==> src/rtl/rv32i_types.sv <==
// rv32i_types: shared BTB update entry and write-controller state types
package rv32i_types;
  localparam int BTB_S_INDEX = 4;
  localparam int BTB_TAG_WIDTH = 32 - 2 - BTB_S_INDEX;
  typedef struct packed {
    logic [BTB_S_INDEX-1:0]   idx;
    logic [BTB_TAG_WIDTH-1:0] tag;
    logic [31:0]              target;
    logic                     valid;
  } btb_upd_t;
  typedef enum logic {IDLE_DRAIN, FLUSH} btb_upd_state_t;
endpackage

==> src/rtl/btb_upd_fifo.sv <==
// btb_upd_fifo: sync FIFO of btb_upd_t (clk, rst, push/pop/clear in; din; dout=head, full, empty out)
module btb_upd_fifo
  import rv32i_types::*;
#(
  parameter int DEPTH = 4
) (
  input  logic     clk,
  input  logic     rst,
  input  logic     push,
  input  logic     pop,
  input  logic     clear,
  input  btb_upd_t din,
  output btb_upd_t dout,
  output logic     full,
  output logic     empty
);
  localparam int AW = $clog2(DEPTH);
  btb_upd_t mem [DEPTH];
  logic [AW-1:0] wp, rp;
  logic [AW:0] count;
  logic do_push, do_pop;
  assign full = count == (AW+1)'(DEPTH);
  assign empty = count == '0;
  assign do_push = push && !full && !clear;
  assign do_pop = pop && !empty && !clear;
  assign dout = mem[rp];
  always_ff @(posedge clk) if (do_push) mem[wp] <= din;
  always_ff @(posedge clk or posedge rst) begin
    if (rst) begin
      wp <= '0;
      rp <= '0;
      count <= '0;
    end else if (clear) begin
      wp <= '0;
      rp <= '0;
      count <= '0;
    end else begin
      if (do_push) wp <= wp + 1'b1;
      if (do_pop) rp <= rp + 1'b1;
      count <= count + (AW+1)'(do_push) - (AW+1)'(do_pop);
    end
  end
endmodule

==> src/rtl/btb_update_ctrl.sv <==
// btb_update_ctrl: BTB port-0 writer (upd_* handshake in, flush_req/flush_busy sweep, arr_* write port out)
module btb_update_ctrl
  import rv32i_types::*;
#(
  parameter int S_INDEX    = 4,
  parameter int TAG_WIDTH  = 26,
  parameter int FIFO_DEPTH = 4
) (
  input  logic                 clk,
  input  logic                 rst,
  input  logic                 upd_valid,
  output logic                 upd_ready,
  input  logic [31:0]          upd_pc,
  input  logic [31:0]          upd_target,
  input  logic                 upd_taken,
  input  logic                 upd_btb_hit,
  input  logic                 flush_req,
  output logic                 flush_busy,
  output logic                 arr_csb,
  output logic                 arr_web,
  output logic [S_INDEX-1:0]   arr_addr,
  output logic                 valid_din,
  output logic [TAG_WIDTH-1:0] tag_din,
  output logic [31:0]          target_din
);
  btb_upd_state_t state;
  logic [S_INDEX-1:0] sweep_cnt;
  btb_upd_t din, head;
  logic full, empty, idle, push, pop, clear, drain, pc_unused;
  assign pc_unused = ^upd_pc[1:0];
  assign idle = state == IDLE_DRAIN;
  assign upd_ready = idle && !full;
  assign push = upd_valid && upd_ready && (upd_taken || upd_btb_hit) && !flush_req;
  assign pop = idle && !empty && !flush_req;
  assign clear = idle && flush_req;
  assign din.idx = upd_pc[S_INDEX+1:2];
  assign din.tag = upd_taken ? upd_pc[31:S_INDEX+2] : '0;
  assign din.target = upd_taken ? upd_target : '0;
  assign din.valid = upd_taken;
  btb_upd_fifo #(.DEPTH(FIFO_DEPTH)) u_fifo (
    .clk(clk), .rst(rst), .push(push), .pop(pop), .clear(clear),
    .din(din), .dout(head), .full(full), .empty(empty)
  );
  always_ff @(posedge clk or posedge rst) begin
    if (rst) begin
      state <= IDLE_DRAIN;
      sweep_cnt <= '0;
    end else if (idle) begin
      if (flush_req) begin
        state <= FLUSH;
        sweep_cnt <= '0;
      end
    end else begin
      sweep_cnt <= sweep_cnt + 1'b1;
      if (&sweep_cnt) state <= IDLE_DRAIN;
    end
  end
  assign flush_busy = !idle;
  assign drain = idle && !empty;
  always_comb begin
    arr_csb = !(flush_busy || drain);
    arr_web = !(flush_busy || drain);
    arr_addr = flush_busy ? sweep_cnt : drain ? head.idx : '0;
    valid_din = drain && head.valid;
    tag_din = drain ? head.tag : '0;
    target_din = drain ? head.target : '0;
  end
endmodule

==> config.mk <==
export PLATFORM = sky130hd
export DESIGN_NAME = btb_update_ctrl
export DESIGN_NICKNAME = d
export VERILOG_FILES = /design/src/rtl/rv32i_types.sv /design/src/rtl/btb_upd_fifo.sv /design/src/rtl/btb_update_ctrl.sv
export SDC_FILE = /design/constraint.sdc
export NUM_CORES = 1
export LEC_CHECK = 0
export CORE_MARGIN = 2
export CORE_UTILIZATION = 45
export CTS_CLUSTER_SIZE = 20
export DETAILED_ROUTE_END_ITERATION = 8
export PLACE_DENSITY = 0.76
export SLEW_MARGIN = 20
export SYNTH_ARGS = -nofsm -noshare
export SYNTH_HDL_FRONTEND = slang
export SYNTH_HIERARCHICAL = 1
export SYNTH_SLANG_ARGS = --single-unit
==> constraint.sdc <==
create_clock -name clk -period 3.1 [get_ports clk]
set_input_delay 0.62 -clock clk [delete_from_list [all_inputs] [get_ports clk]]
set_output_delay 0.62 -clock clk [all_outputs]
set_load 0.005 [all_outputs]
==> results of run 1 <==
[cells in the mapped netlist (2+ instances only)]
master / number
sky130_fd_sc_hd__edfxtp_1: 252
sky130_fd_sc_hd__nor3_1: 3
sky130_fd_sc_hd__a22o_1: 4
sky130_fd_sc_hd__o21ai_0: 4
sky130_fd_sc_hd__mux4_2: 63
sky130_fd_sc_hd__clkbuf_2: 3
sky130_fd_sc_hd__buf_4: 2
sky130_fd_sc_hd__ha_1: 7
sky130_fd_sc_hd__clkbuf_1: 4
sky130_fd_sc_hd__inv_1: 8
sky130_fd_sc_hd__xor2_1: 4
sky130_fd_sc_hd__nor2_1: 9
sky130_fd_sc_hd__nand2_1: 2
sky130_fd_sc_hd__dfrtp_1: 12
sky130_fd_sc_hd__nor2b_1: 3
sky130_fd_sc_hd__and2_1: 121
sky130_fd_sc_hd__buf_2: 8
sky130_fd_sc_hd__buf_6: 13
sky130_fd_sc_hd__nand2b_1: 4
[final timing paths]
check,start,endpoint,slack [ns]
setup reg to reg,flush_busy,u_fifo/count[2],0.39
hold / removal,rst,sweep_cnt[2],0.35
hold reg to reg,sweep_cnt[3],sweep_cnt[3],0.55
min in group clk,sweep_cnt[3],sweep_cnt[3],0.55
max in group asynchronous,rst,u_fifo/rp[1],2.46
setup / recovery,u_fifo/rp[0],target_din[30],0.07
[per-layer routing]
layer  share of wire, %  vias to the layer above
met5              0.061                        -
met4                2.2                        2
met3                5.9                       40
met2                 50                      176
met1                 41                     2840
li1                   -                     2460
[final cells by class]
class / count / area, sq um / area share [%]
multi-input cells: 239 / 2620 / 19.24
clock buffers: 35 / 724.4 / 5.321
inverters: 8 / 30.03 / 0.2205
repair buffers: 175 / 1878 / 13.79
well taps: 319 / 399.1 / 2.931
clock inverters: 13 / 85.08 / 0.6249
diodes: 1 / 2.502 / 0.01838
flip-flops and latches: 264 / 7876 / 57.85
[power breakdown]
group	internal [uW]	switching, uW	leakage (uW)
logic	1330	894	0.00184
registers	4010	160	0.00244
clock network	1650	1270	0.000394
total	6990	2330	0.00467
[registers in the layout, summed over array words and instances (netlist names)]
| signal | count |
|---|---|
| u_fifo/count | 3 |
| u_fifo/wp | 2 |
| u_fifo/rp | 2 |
| flush_busy | 1 |
| u_fifo/mem | 252 |
| sweep_cnt | 4 |
[worst max-delay path, stage by stage, from the launching register on]
cell	delay, ns
sky130_fd_sc_hd__dfrtp_4	0.51
sky130_fd_sc_hd__buf_12	0.18
sky130_fd_sc_hd__buf_12	0.13
sky130_fd_sc_hd__mux4_2	0.47
sky130_fd_sc_hd__and2_1	0.15
sky130_fd_sc_hd__clkdlybuf4s50_1	0.44
[through the flow]
stage	area [sq um]	total power (uW)	util (%)	hold WS, ns
after floorplan	10730	5528	-	0.3985
after global placement	12590	6259	53.65	0.5157
after detailed placement	12590	6317	53.65	0.5451
after CTS	13510	9350	57.55	0.3405
after global routing	13610	9740	58.00	0.3582
final	13620	9323	58.01	0.3519
[logic make-up after synthesis]
kind of cell / share of synthesized area, %
compound gates: 0.7931
xor+xnor: 0.4082
fa+ha+maj: 1.003
buf+inv: 2.438
flops: 73.34
mux: 13.42
simple gates: 8.596
[repair_timing]
item / in CTS / in global routing
hold endpoints to repair: 0 / 0
gates cloned: 1 / 0
gates resized for setup: 1 / 15
setup buffers: 9 / 8
endpoints found under the setup margin: 57 / 62
pin swaps: 1 / 0
==> impl_summary.md, run 1 <==
Floorplanning
The starting density of the core is 45.70%. The top-level port count is 137. The floorplan step defined a die boundary enclosing 25090 sq um.

The die is 158.4 um wide. The floorplan has 56 rows. After floorplanning, the core was sized to cover 23470 sq um. The die boundary height is 158.4 um.

Synthesis
Of all cell types, the one taking the most synthesized area is sky130_fd_sc_hd__edfxtp_1. The synthesized design contains 252 enable-type register cells. The area share of the largest cell type after synthesis is 70.54%. After technology mapping, the gate count stands at 540. Synthesis produced a netlist with a net count of 618.

The synthesized design contains 264 register bits. The distinct cell type count of the synthesized netlist is 33. The Yosys step of the flow raised 6 warnings. The average cell area after synthesis is 19.87 sq um. The sequential fraction of the synthesis area is 73.34%.

The most used flip-flop cell after synthesis is sky130_fd_sc_hd__edfxtp_1. The combined area of all synthesized cells is 10730 sq um. For this run, asynchronously set or reset flops after synthesis account for 4.545%.

Ranked by total cell area, the synthesized netlist is headed by sky130_fd_sc_hd__edfxtp_1 (71%), sky130_fd_sc_hd__mux4_2 (13%), sky130_fd_sc_hd__and2_1 (7.1%).

Route
Summed over all layers, the routed wires come to 21.17 mm. Dividing the detail-routed via count by the number of cells gives 5.235. The total via count after detailed routing is 5518. After the first detailed-routing iteration, the DRC count stood at 323. The number of nets still failing antenna checks after routing is 0. After detailed routing, the average wire length per cell comes to 20.09 um. For this run, design rule violations remaining after detail routing come to 0.

The number of optimization iterations in the first detailed-route pass is 4.

Cells and area
Fill cells in the final layout number 1727. The library cells used most frequently in the layout, excluding fill and tap cells, are sky130_fd_sc_hd__edfxtp_1 (252), sky130_fd_sc_hd__clkdlybuf4s50_1 (122), sky130_fd_sc_hd__and2_1 (117), sky130_fd_sc_hd__mux4_2 (63), sky130_fd_sc_hd__clkbuf_16 (26). The most common cell after layout, fill and taps aside is sky130_fd_sc_hd__edfxtp_1. For this run, the post-layout net count is 792. Compared with the post-synthesis result, the final layout area differs by 26.92%.

The post-route netlist has 21.53% of its cells at a drive strength greater than 1. The count of cells in the finished layout, fillers not included, comes to 1054.

STA
The portion of the clock cycle consumed by the worst path in the final layout is 97.87%. The final setup TNS is 0 ns. The slew at the pin with the worst max-slew slack is 0.6276 ns. The number of hold violations in the final report is 0.

Setup repair after global routing could not meet its margin everywhere. After layout, the worst setup slack is 0.06609 ns. The fmax is 0.3296 GHz. Measured against its own limit, the worst slew margin works out to 58.16%. The final-report setup violation count is 0. Counting I/O delays and the setup requirement, the final critical path takes 3.034 ns. For the final database, setup skew stands at 0.01423 ns. The number of pins exceeding their max-slew limit in the final report is 0.

Clock tree
The clock root buffer is sky130_fd_sc_hd__clkbuf_16. Hold repair after CTS inserted 0 buffers. The count of H-tree levels built during CTS is 1.

The clock reaches the later pin of the worst-skew pair after 0.52 ns. TritonCTS built the clock tree. The clock net sink count is 264.

Clock tree synthesis inserted a total of 26 buffers. The worst-case clock buffer depth is 3. The CTS clock-pin slew for the worst setup and hold paths is 0.06 ns.

Run status
The flow ran to the end, and the final reports show no timing, DRC or antenna violations.

Power and ir drop
IR analysis of the VDD net gives a maximum drop of 0.0004114 V. In this run the power density over the cells is 684.7 nW/um^2. For this design the static power due to leakage is 0.004673 uW.

Min path
The type of the most critical hold path is in -> async.

Global routing
The first global-routing pass estimated 33.13 mm of wire. Global routing consumed, on the met1 layer, 22.31% of the routing resources. Global routing used 17.48% of the available tracks. Entering global routing, the biggest net connects 63 pins. Global routing used 30.48% of the available met2 tracks. The most used routing layer is met2.

The number of global-route vias before repair is 6035. The initial antenna violation count is 2. The met3 capacity usage during global routing is 3.783%. The leftover overflow at the end of global routing is 0.

Place
Counting tap cells, the placed design contains a total of 987 instances. Port buffering added 134 buffers. At the placement stage, the worst setup path has a slack of -0.02897 ns.

The HPWL after detailed placement is 12.85 mm. The weighted congestion at the end of routability-driven global placement is 0.7050.

Job
The total of max-cap violations is 0.

Setup path
At the worst endpoint, the arrival time is 2.41 ns. Data on the critical path is required at its endpoint by 2.48 ns. The biggest fanout along the worst timing path is 14.

The type of the setup path with the least slack is reg -> out. For the worst flop-to-flop path, the logic depth is 12. The sort of element at the start of the critical path is a flop.

The element type at the critical path end is an output pin.
No activity file was read; power rests on OpenSTA's default activity.
==> run 2: changes to the inputs <==
- TNS_END_PERCENT: not set -> 10
==> run 2 against run 1 <==
  * Clock-buffer cell count decreased by 4
  * Combinational power is essentially flat
  * Critical path depth unchanged
  * First-iteration DRC count is 15% higher
  * Clock skew fell by 0.0048 ns
  * Setup slack worse by 0.015 ns
  * Via count is 1.2% lower
  * Global-route usage hardly changed
  * Largest power group unchanged
  * Highest routed layer unchanged
==> impl_summary.md, run 2 (synthesis gave the netlist of run 1 again) <==
Setup path
The critical path arrival is 2.43 ns. The biggest fanout along the worst timing path is 4. The critical path goes through clkbuf_4, buf_4, mux4_2, a22o_1, clkdlybuf4s50_1. The number of cells on the worst reg-to-reg path is 12. STA classifies the critical path endpoint as an output pin. The slowest stage of the critical path is the sky130_fd_sc_hd__dfrtp_4 cell. STA classifies the critical path startpoint as a flop.

The worst register-to-register path ends at u_fifo/count[2]. The type of the setup path with the least slack is reg -> out. The worst register-to-register path begins at flush_busy. Data on the critical path is required at its endpoint by 2.48 ns.

The stage delay of the slowest cell on the critical path is 0.49 ns. The worst register-to-register path has a setup slack of 0.43 ns. The dominant delay contributor by cell family on the critical path is buffers and inverters. Together, buffers and inverters on the worst path number 3.

STA
In the post-route analysis, the smallest setup slack over all paths is 0.05076 ns. The number of hold violations in the final report is 0. The worst-case clock skew is 0.009385 ns. The clock period minus final worst setup slack is 3.049 ns. Setup repair after global routing could not meet its margin everywhere. Summed over all failing endpoints, the final setup total negative slack is 0 ns. The fmax is 0.3280 GHz. The final-report setup violation count is 0. The number of pins exceeding their max-slew limit in the final report is 0. The worst-case headroom to the max-slew limit is 57.70%. The final critical path takes up 98.36% of the cycle.

The slew at the pin with the worst max-slew slack is 0.6345 ns.

Power and ir drop
The worst-case IR drop observed on VDD is 0.0005200 V. The analysis attributes to cell leakage a power of 0.004605 uW. Dividing total power by cell area gives a power density of 700.9 nW/um^2.

Global routing
The initial antenna violation count is 1. After global routing the overflow that remains totals 0. Entering global routing, the biggest net connects 63 pins. The number of global-route vias before repair is 5900. The global router's overall resource usage is 17.46%. The first global-routing pass estimated 32.82 mm of wire.

Floorplanning
The horizontal extent of the die is 158.4 um. Once the floorplan was initialized, standard cells occupied 45.70% of the core. The row count is 56. In this run the count of I/O pins placed on the die edge is 137. The overall die area is 25090 sq um.

Measured along the y axis, the die boundary spans 158.4 um. In this run the standard cell core region covers 23470 sq um.

Cells and area
The filler cell count is 1735. In the final layout, flip-flops and latches occupy 7878 sq um. In the layout the commonest cells are sky130_fd_sc_hd__edfxtp_1 (252), sky130_fd_sc_hd__clkdlybuf4s50_1 (127), sky130_fd_sc_hd__and2_1 (117), sky130_fd_sc_hd__mux4_2 (63), sky130_fd_sc_hd__clkbuf_16 (27). The synthesis-to-layout area growth is 27.44%. The number of antenna cells inserted is 0. In the final design database the tool counted 787 nets.

u_fifo/mem holds more flip-flops than any other register. The largest registers in the layout are u_fifo/mem (252), sweep_cnt (4), u_fifo/count (3). The post-route netlist has 21.26% of its cells at a drive strength greater than 1. Leaving out fill and tap cells, the most frequent cell in the layout is sky130_fd_sc_hd__edfxtp_1. The register with the most flip-flops in the layout has 252 of them. In the final layout, the multi-input gates occupy 2625 sq um.

Clock tree
The clock root buffer is sky130_fd_sc_hd__clkbuf_16. The worst-case clock buffer depth is 3. After clock tree synthesis, the clock-pin slew on the worst setup and hold paths is 0.06 ns. The count of H-tree levels built during CTS is 1. The TritonCTS clock tree is done. The total clock buffers created by CTS is 26.

The clock latency of the later-clocked register in the worst-skew pair is 0.51 ns. The clock net sink count is 264.

Min path
The type of the most critical hold path is in -> async.

Route
The post-route DRC violation count is 0. For this block, the via count after detailed routing is 5451. The pre-antenna-repair detailed-routing pass consisted of 4 iterations. The routed wire length is 21.53 mm. Using the TritonRoute via totals, the vias-per-cell ratio works out to 5.201. The wire length per cell after detailed routing is 20.54 um. In this run the remaining antenna-violating nets after routing total 0.

The number of DRC markers after the initial detailed-route iteration is 370.

Place
The weighted congestion at the end of routability-driven global placement is 0.7892. The HPWL after detailed placement is 12.63 mm. During placement, the flow inserted port buffers numbering 134.

At the placement stage, the worst setup path has a slack of 0.01003 ns.

Run status
The run finished with clean final reports.

Job
The tool flagged a number of max-cap violations equal to 0.
[run 2: cell types whose count changed in the layout (fill, tap and decap cells not counted), moves of 2 or more]
cell	change
sky130_fd_sc_hd__clkinvlp_4	-2
sky130_fd_sc_hd__clkbuf_8	-4
sky130_fd_sc_hd__buf_4	-7
sky130_fd_sc_hd__bufinv_16	+4
sky130_fd_sc_hd__clkdlybuf4s50_1	+5
sky130_fd_sc_hd__clkinv_2	+3
sky130_fd_sc_hd__dlymetal6s2s_1	-6
[run 2: how the worst max path moves through the flow]
stage / from / to / depth (start not counted)
floorplan: flush_req / u_fifo/mem[3][0] / 5
CTS: u_fifo/rp[1] / target_din[10] / 4
global placement: flush_req / u_fifo/count[2] / 13
finish: u_fifo/rp[0] / arr_addr[2] / 5
detailed placement: flush_req / u_fifo/count[2] / 13
global route: u_fifo/rp[0] / tag_din[8] / 5
[run 2: timing repair]
item / 4_1_cts / 5_1_grt
pin swaps: 1 / 0
endpoints found under the hold margin: 0 / 0
resized for setup: 3 / 10
cloned: 2 / 0
setup endpoints to repair: 55 / 59
buffers inserted: 4 / 7
hold buffers: 0 / 0
[run 2: final cells by class]
| cell class | count | share of cell area, % |
|---|---|---|
| Inverter | 8 | 0.2196 |
| Clock buffer | 31 | 5.052 |
| Tap cell | 319 | 2.919 |
| Clock inverter | 17 | 1.345 |
| Sequential cell | 264 | 57.62 |
| Multi-Input combinational cell | 239 | 19.20 |
| Timing Repair Buffer | 170 | 13.65 |
[run 2: where the power goes]
part	switching (uW)	internal (uW)	total (uW)
clock network	1240	1920	3160
registers	158	4010	4170
logic	920	1340	2260
[run 2: stage by stage]
step | area, sq um | hold slack (ns) | utilization, % | std cells | total power [uW]
CTS | 13560 | 0.3445 | 57.76 | 1041 | 9580
detailed placement | 12600 | 0.5489 | 53.70 | 987 | 6302
floorplan | 10730 | 0.3985 | - | 540 | 5529
global route | 13670 | 0.3662 | 58.25 | 1048 | 10000
global placement | 12600 | 0.5005 | 53.70 | 987 | 6243
finish | 13670 | 0.3597 | 58.25 | 1048 | 9582
[run 2: metal layers]
metal | wire, um | global-route usage [%] | vias to the layer above
li1 | - | - | 2437
met1 | 8757 | 21.76 | 2802
met2 | 11060 | 30.79 | 177
met3 | 1335 | 4.273 | 33
met4 | 355 | 4.462 | 2
met5 | 13 | 0 | -
